File: src/rtl/nibble_pkg.sv
// Shared definitions for the nibble ALU result path: op encodings and FIFO entry layout.
// No logic; types and constants only.
// Not applicable.
package nibble_pkg;

    localparam logic [1:0] OP_ADD = 2'b00;
    localparam logic [1:0] OP_SUB = 2'b01;
    localparam logic [1:0] OP_AND = 2'b10;
    localparam logic [1:0] OP_OR  = 2'b11;

    localparam int ENTRY_W = 7;

    // One captured ALU result; packed so the whole entry is a single 7-bit word.
    typedef struct packed {
        logic [1:0] op;
        logic       cout;
        logic [3:0] s;
    } entry_t;

endpackage

File: src/rtl/nibble_edge_det.sv
// Rising-edge detector turning a level result-valid into a single capture pulse.
// Latency: cap is combinational in the cycle valid first rises.
// Backpressure: none; a held-high valid yields one pulse until it drops for a cycle.
module nibble_edge_det (
    input  logic clk,
    input  logic rst,
    input  logic valid_i,
    output logic cap_o
);

    logic valid_q;

    // Remember last cycle's valid; resets high so a valid already asserted
    // when reset releases is not mistaken for a fresh result.
    always_ff @(posedge clk or posedge rst) begin
        if (rst) begin
            valid_q <= 1'b1;
        end else begin
            valid_q <= valid_i;
        end
    end

    assign cap_o = valid_i & ~valid_q;

endmodule

File: src/rtl/nibble_result_fifo.sv
// Circular FIFO capturing ALU results on valid rising edges, drained by a read strobe.
// Latency: write visible in count next cycle; read data and q_valid one clock after rd.
// Backpressure: none upstream; captures while full (without a same-cycle read) are dropped and set ovf.
module nibble_result_fifo
    import nibble_pkg::*;
#(
    parameter int DEPTH  = 8,
    parameter int ADDR_W = 3
) (
    input  logic              clk,
    input  logic              rst,
    input  logic [1:0]        op,
    input  logic [3:0]        s,
    input  logic              cout,
    input  logic              valid,
    input  logic              clr,
    input  logic              rd,
    output logic [1:0]        q_op,
    output logic [3:0]        q_s,
    output logic              q_cout,
    output logic              q_valid,
    output logic              empty,
    output logic              full,
    output logic [ADDR_W:0]   count,
    output logic              ovf
);

    localparam logic [ADDR_W:0]   CNT_ONE  = (ADDR_W+1)'(1);
    localparam logic [ADDR_W:0]   CNT_FULL = (ADDR_W+1)'(DEPTH);
    localparam logic [ADDR_W-1:0] PTR_ONE  = ADDR_W'(1);

    logic                cap;
    logic [ENTRY_W-1:0]  wr_entry;
    logic                do_rd;
    logic                do_wr;
    logic                drop;

    entry_t              mem_q [DEPTH];
    logic [ADDR_W-1:0]   wr_ptr_q, wr_ptr_d;
    logic [ADDR_W-1:0]   rd_ptr_q, rd_ptr_d;
    logic [ADDR_W:0]     count_q, count_d;
    logic                ovf_q, ovf_d;
    entry_t              q_q, q_d;
    logic                q_valid_q, q_valid_d;

    nibble_edge_det u_edge_det (
        .clk     (clk),
        .rst     (rst),
        .valid_i (valid),
        .cap_o   (cap)
    );

    assign wr_entry = {op, cout, s};

    assign empty = (count_q == '0);
    assign full  = (count_q == CNT_FULL);

    // Qualify read/write; a read frees a slot in the same cycle, so a full
    // FIFO still accepts a capture when it is also being read. clr wins over both.
    always_comb begin
        do_rd = rd & ~empty & ~clr;
        do_wr = cap & ~clr & (~full | do_rd);
        drop  = cap & ~clr & full & ~do_rd;
    end

    // Next-state for pointers, occupancy, overflow flag and read data.
    always_comb begin
        wr_ptr_d  = wr_ptr_q;
        rd_ptr_d  = rd_ptr_q;
        count_d   = count_q;
        ovf_d     = ovf_q;
        q_d       = q_q;
        q_valid_d = 1'b0;

        if (clr) begin
            wr_ptr_d = '0;
            rd_ptr_d = '0;
            count_d  = '0;
            ovf_d    = 1'b0;
        end else begin
            if (do_wr) begin
                wr_ptr_d = wr_ptr_q + PTR_ONE;
            end
            if (do_rd) begin
                rd_ptr_d  = rd_ptr_q + PTR_ONE;
                q_d       = mem_q[rd_ptr_q];
                q_valid_d = 1'b1;
            end
            if (do_wr && !do_rd) begin
                count_d = count_q + CNT_ONE;
            end else if (do_rd && !do_wr) begin
                count_d = count_q - CNT_ONE;
            end
            if (drop) begin
                ovf_d = 1'b1;
            end
        end
    end

    // Control and read-data registers.
    always_ff @(posedge clk or posedge rst) begin
        if (rst) begin
            wr_ptr_q  <= '0;
            rd_ptr_q  <= '0;
            count_q   <= '0;
            ovf_q     <= 1'b0;
            q_q       <= '0;
            q_valid_q <= 1'b0;
        end else begin
            wr_ptr_q  <= wr_ptr_d;
            rd_ptr_q  <= rd_ptr_d;
            count_q   <= count_d;
            ovf_q     <= ovf_d;
            q_q       <= q_d;
            q_valid_q <= q_valid_d;
        end
    end

    // Storage array; contents are don't-care after reset or flush, so it is not reset.
    always_ff @(posedge clk) begin
        if (do_wr) begin
            mem_q[wr_ptr_q] <= entry_t'(wr_entry);
        end
    end

    assign q_op    = q_q.op;
    assign q_s     = q_q.s;
    assign q_cout  = q_q.cout;
    assign q_valid = q_valid_q;
    assign count   = count_q;
    assign ovf     = ovf_q;

endmodule

File: config.mk
export PLATFORM = sky130hd
export DESIGN_NAME = nibble_result_fifo
export DESIGN_NICKNAME = d
export VERILOG_FILES = /design/src/rtl/nibble_pkg.sv /design/src/rtl/nibble_edge_det.sv /design/src/rtl/nibble_result_fifo.sv
export SDC_FILE = /design/constraint.sdc
export NUM_CORES = 1
export LEC_CHECK = 0
export ABC_AREA = 1
export BUFFER_PORTS_ARGS = -buffer_cell sky130_fd_sc_hd__buf_2
export CORE_ASPECT_RATIO = 1.25
export CORE_MARGIN = 2
export CORE_UTILIZATION = 45
export CTS_BUF_LIST = sky130_fd_sc_hd__clkbuf_4
export CTS_CLUSTER_SIZE = 10
export DETAILED_ROUTE_END_ITERATION = 10
export SKIP_LAST_GASP = 1
export SYNTH_ARGS = -nofsm -noshare
export SYNTH_HDL_FRONTEND = slang
export SYNTH_SLANG_ARGS = --single-unit
File: constraint.sdc
create_clock -name clk -period 2.6 [get_ports clk]
set_clock_uncertainty 0.2 [all_clocks]
set_input_delay 0.52 -clock clk [delete_from_list [all_inputs] [get_ports clk]]
set_output_delay 0.52 -clock clk [all_outputs]
set_load 0.01 [all_outputs]
==> flow_summary.yaml <==
cts:
  cts.path.max_buffers: 2
  numCtsBuffers: 9
  cts.root.buffer_cell: "clkbuf_4"
  clock-sinks: 76
  clk-insertion-delay-late_ns: 0.41
  clk_transition_reported_paths_ns: 0.13
  tritoncts_clock_tree: "done"
  postCtsResizedCells: 0
  cts_setup_buffers: 0
  cts-hold-fix-buffers: 0
  cts_htree_levels: 3
detailed_routing:
  routed_wl_mm: 6.80
  drt.antenna.violating_nets: 0
  number_of_drc_violations_after_detailed_routing: 0
  via_count: 2153
  route.detailed.vias_per_inst: 5.20
  number_of_detailed_routing_iterations_run_before_antenna_repair: 4
  post_detailed_route_wirelength_per_cell_um: 16.4
  drt-initial-drc-count: 137
layout:
  final_layout_size_suffix_gt1_share_pct: 20.4
  final_cell_count_no_fill: 414
  antenna_cells_inserted: 0
  final.fill_count: 619
  layout.cell_area.non_filler_um2: 3630
  finish.net_count: 336
  area_growth_pct: 12.7
sta:
  finalCriticalPeriod_ns: 2.31
  timing.final.max_slew_violations: 0
  hold_viol_final: 0
  finalSetupTns_ns: 0
  max_slew.worst_pin.slew_ns: 0.747
  slew_headroom_pct: 50.2
  fmaxAchievable_mhz: 432
  final_setup_violation_count: 0
  hold_slack_ns: 0.0157
  rsz0062_at_grt: "no"
  part_of_the_cycle_the_worst_path_needs_pct: 88.9
setup_path:
  timing.critical_path.from_type: "primary input"
  critPathArrivalTime_ns: 2.43
  critPathBufInv: 4
  setup.worst_path.start: "valid"
  reg2reg_from: "count[0]"
  critPathTopFamily: "buffers and inverters"
  crit_chain: "dlygate4sd3_1 -> buf_2 -> nand2_1 -> inv_2 -> nand3_4 -> ha_1 -> a21oi_1 -> nand3_1 -> nand2_1 -> inv_1 -> nand2_1 -> nand2_1 -> nand2_1 -> nand2_1"
  critical_path.slowest_cell: "dlygate4sd3_1"
  cp-end-kind: "flop"
  worstPathRequired_ns: 2.72
  critical_path.max_stage_delay_ns: 0.52
  worst-setup-path-type: "primary input to flop"
  path_max_fanout: 6
  critical-path-top-cell-by-count: "nand2_1"
placed_design:
  finalWeightedCongestion: 0.750
  hpwl_mm: 4.45
  postPlaceCellArea_um2: 3480
  dpl.cell_count: 397
  port_buffers: 26
synthesis:
  synth.ff_latch_count: 76
  post-synth-top-area-cell: "edfxtp_1"
  synth.lib_cells_used.distinct: 26
  postSynthNetCount: 298
  postSynthAreaPerCell_um2: 11.5
  ys_warn_count: 0
  synth_top_area_share_pct: 52.2
  synth.top_cells.by_area: "edfxtp_1 (52%), dfrtp_1 (15%), nor2_1 (5.2%)"
  syn_area_um2: 3220
  synth_seq_area_share_pct: 67.8
  syn-instance-count: 281
floorplan:
  initial_cell_density_of_the_core_pct: 46.4
  fp.coreArea_um2: 6930
  dieArea_um2: 7850
  design.portCount: 27
  die_y_um: 98.6
  width_of_the_die_um: 79.7
  fp-row-count: 34
global_route:
  tot_gr_track_use_pct: 18.5
  grt_max_degree: 31
  grt_antenna_before_repair: 0
  grt_overflow_total: 0
  first_global_vias: 2073
  grt_first_pass_wirelength_mm: 10.5
flow_run:
  cap_viol_max_count: 0
power_and_ir_drop:
  leakage_nw: 1.45
  power.density_cell_area_nw_per_um2: 844
  irDropWorstVdd_mv: 0.358
worst_hold_path:
  timing.hold.worst.class: "primary input to asynchronous set/reset pin"
outcome:
  outcome: "completed"
## report_power, final
| part | switching (mW) | internal, mW | leakage [nW] |
|---|---|---|---|
| Clock | 0.405 | 0.289 | 0.0674 |
| Sequential | 0.120 | 1.41 | 0.762 |
| Combinational | 0.530 | 0.311 | 0.620 |
| Total | 1.05 | 2.01 | 1.45 |
## state kept, by name, summed over array words and instances, names as in the netlist, 2 cells and up
name / flops
q_s: 4
rd_ptr_q: 3
count: 4
mem_q: 56
q_op: 2
wr_ptr_q: 3
## synthesized netlist by cell type (all sizes together)
library cell,count
dfrtp,19
nand2,46
o211ai,14
o21ai,35
clkbuf,2
dfstp,1
nand3,17
clkinv,1
inv,16
fa,1
xor2,2
a21oi,3
buf,9
nor2,46
nor3,8
ha,4
edfxtp,56
nand4,1
## per-layer routing
layer,part of all wire (%),up-vias,track usage (%)
met4,0.43,0,5.84
met2,52,52,32.0
met5,0,-,0
li1,-,1053,-
met1,43,1046,22.6
met3,4.3,2,4.40
## cell usage in the layout (no fill, tap or decap), drive strengths merged
cell type	count
fa	1
nand4	1
clkbuf	9
nor2	46
a21oi	3
clkinv	4
buf	37
ha	4
xor2	2
nand3	17
dfrtp	19
o211ai	14
dlygate4sd3	1
dfstp	1
bufinv	1
nor3	8
edfxtp	56
nand2	46
o21ai	35
clkinvlp	2
inv	17
## logic make-up (layout without fill, tap and decap cells)
group	after synthesis	after routing	share of synthesized area, %
compound gates	52	52	9.17
simple gates	118	118	16.4
fa+ha+maj	5	5	2.18
xor+xnor	2	2	0.544
flops	76	76	67.8
buf+inv	28	71	3.89
## cell type report
class                           count  area, um2  share of cell area, %
Sequential cell                    76       2180                   60.2
Clock buffer                        9       67.6                   1.86
Tap cell                           90        113                   3.10
Clock inverter                      7       66.3                   1.83
Multi-Input combinational cell    177        912                   25.1
Timing Repair Buffer               38        223                   6.14
Inverter                           17       63.8                   1.76
## final timing paths
path / endpoint / slack, ns / cells past startpoint
min reg2reg: q_op[1] / 0.30 / 2
min in group clk: mem_q[5][5] / 0.19 / 1
max reg2reg: count[3] / 0.41 / 13
min: count[1] / 0.02 / 2
max in group asynchronous: wr_ptr_q[1] / 1.70 / 2
max: count[3] / 0.29 / 14
## worst reg2reg max path, stage by stage, from the launching register on
cell and delay, ns:
dfrtp_1 0.48, nor2_2 0.21, nand2_4 0.09, nand3_4 0.08
nand3_4 0.10, ha_1 0.34, a21oi_1 0.18, nand3_1 0.09
nand2_1 0.09, inv_1 0.04, nand2_1 0.05, nand2_1 0.05
nand2_1 0.05, nand2_1 0.05
## metrics by stage
stage          util (%)  worst slack, ns  total power, mW
3_5_place_dp       50.3            0.275             2.40
4_1_cts            52.2            0.371             3.09
5_1_grt            52.3            0.131             3.26
2_1_floorplan         -            0.408             2.13
6_report           52.3            0.288             3.06
3_3_place_gp       50.3            0.343             2.38
No activity file was read; power rests on OpenSTA's default activity.
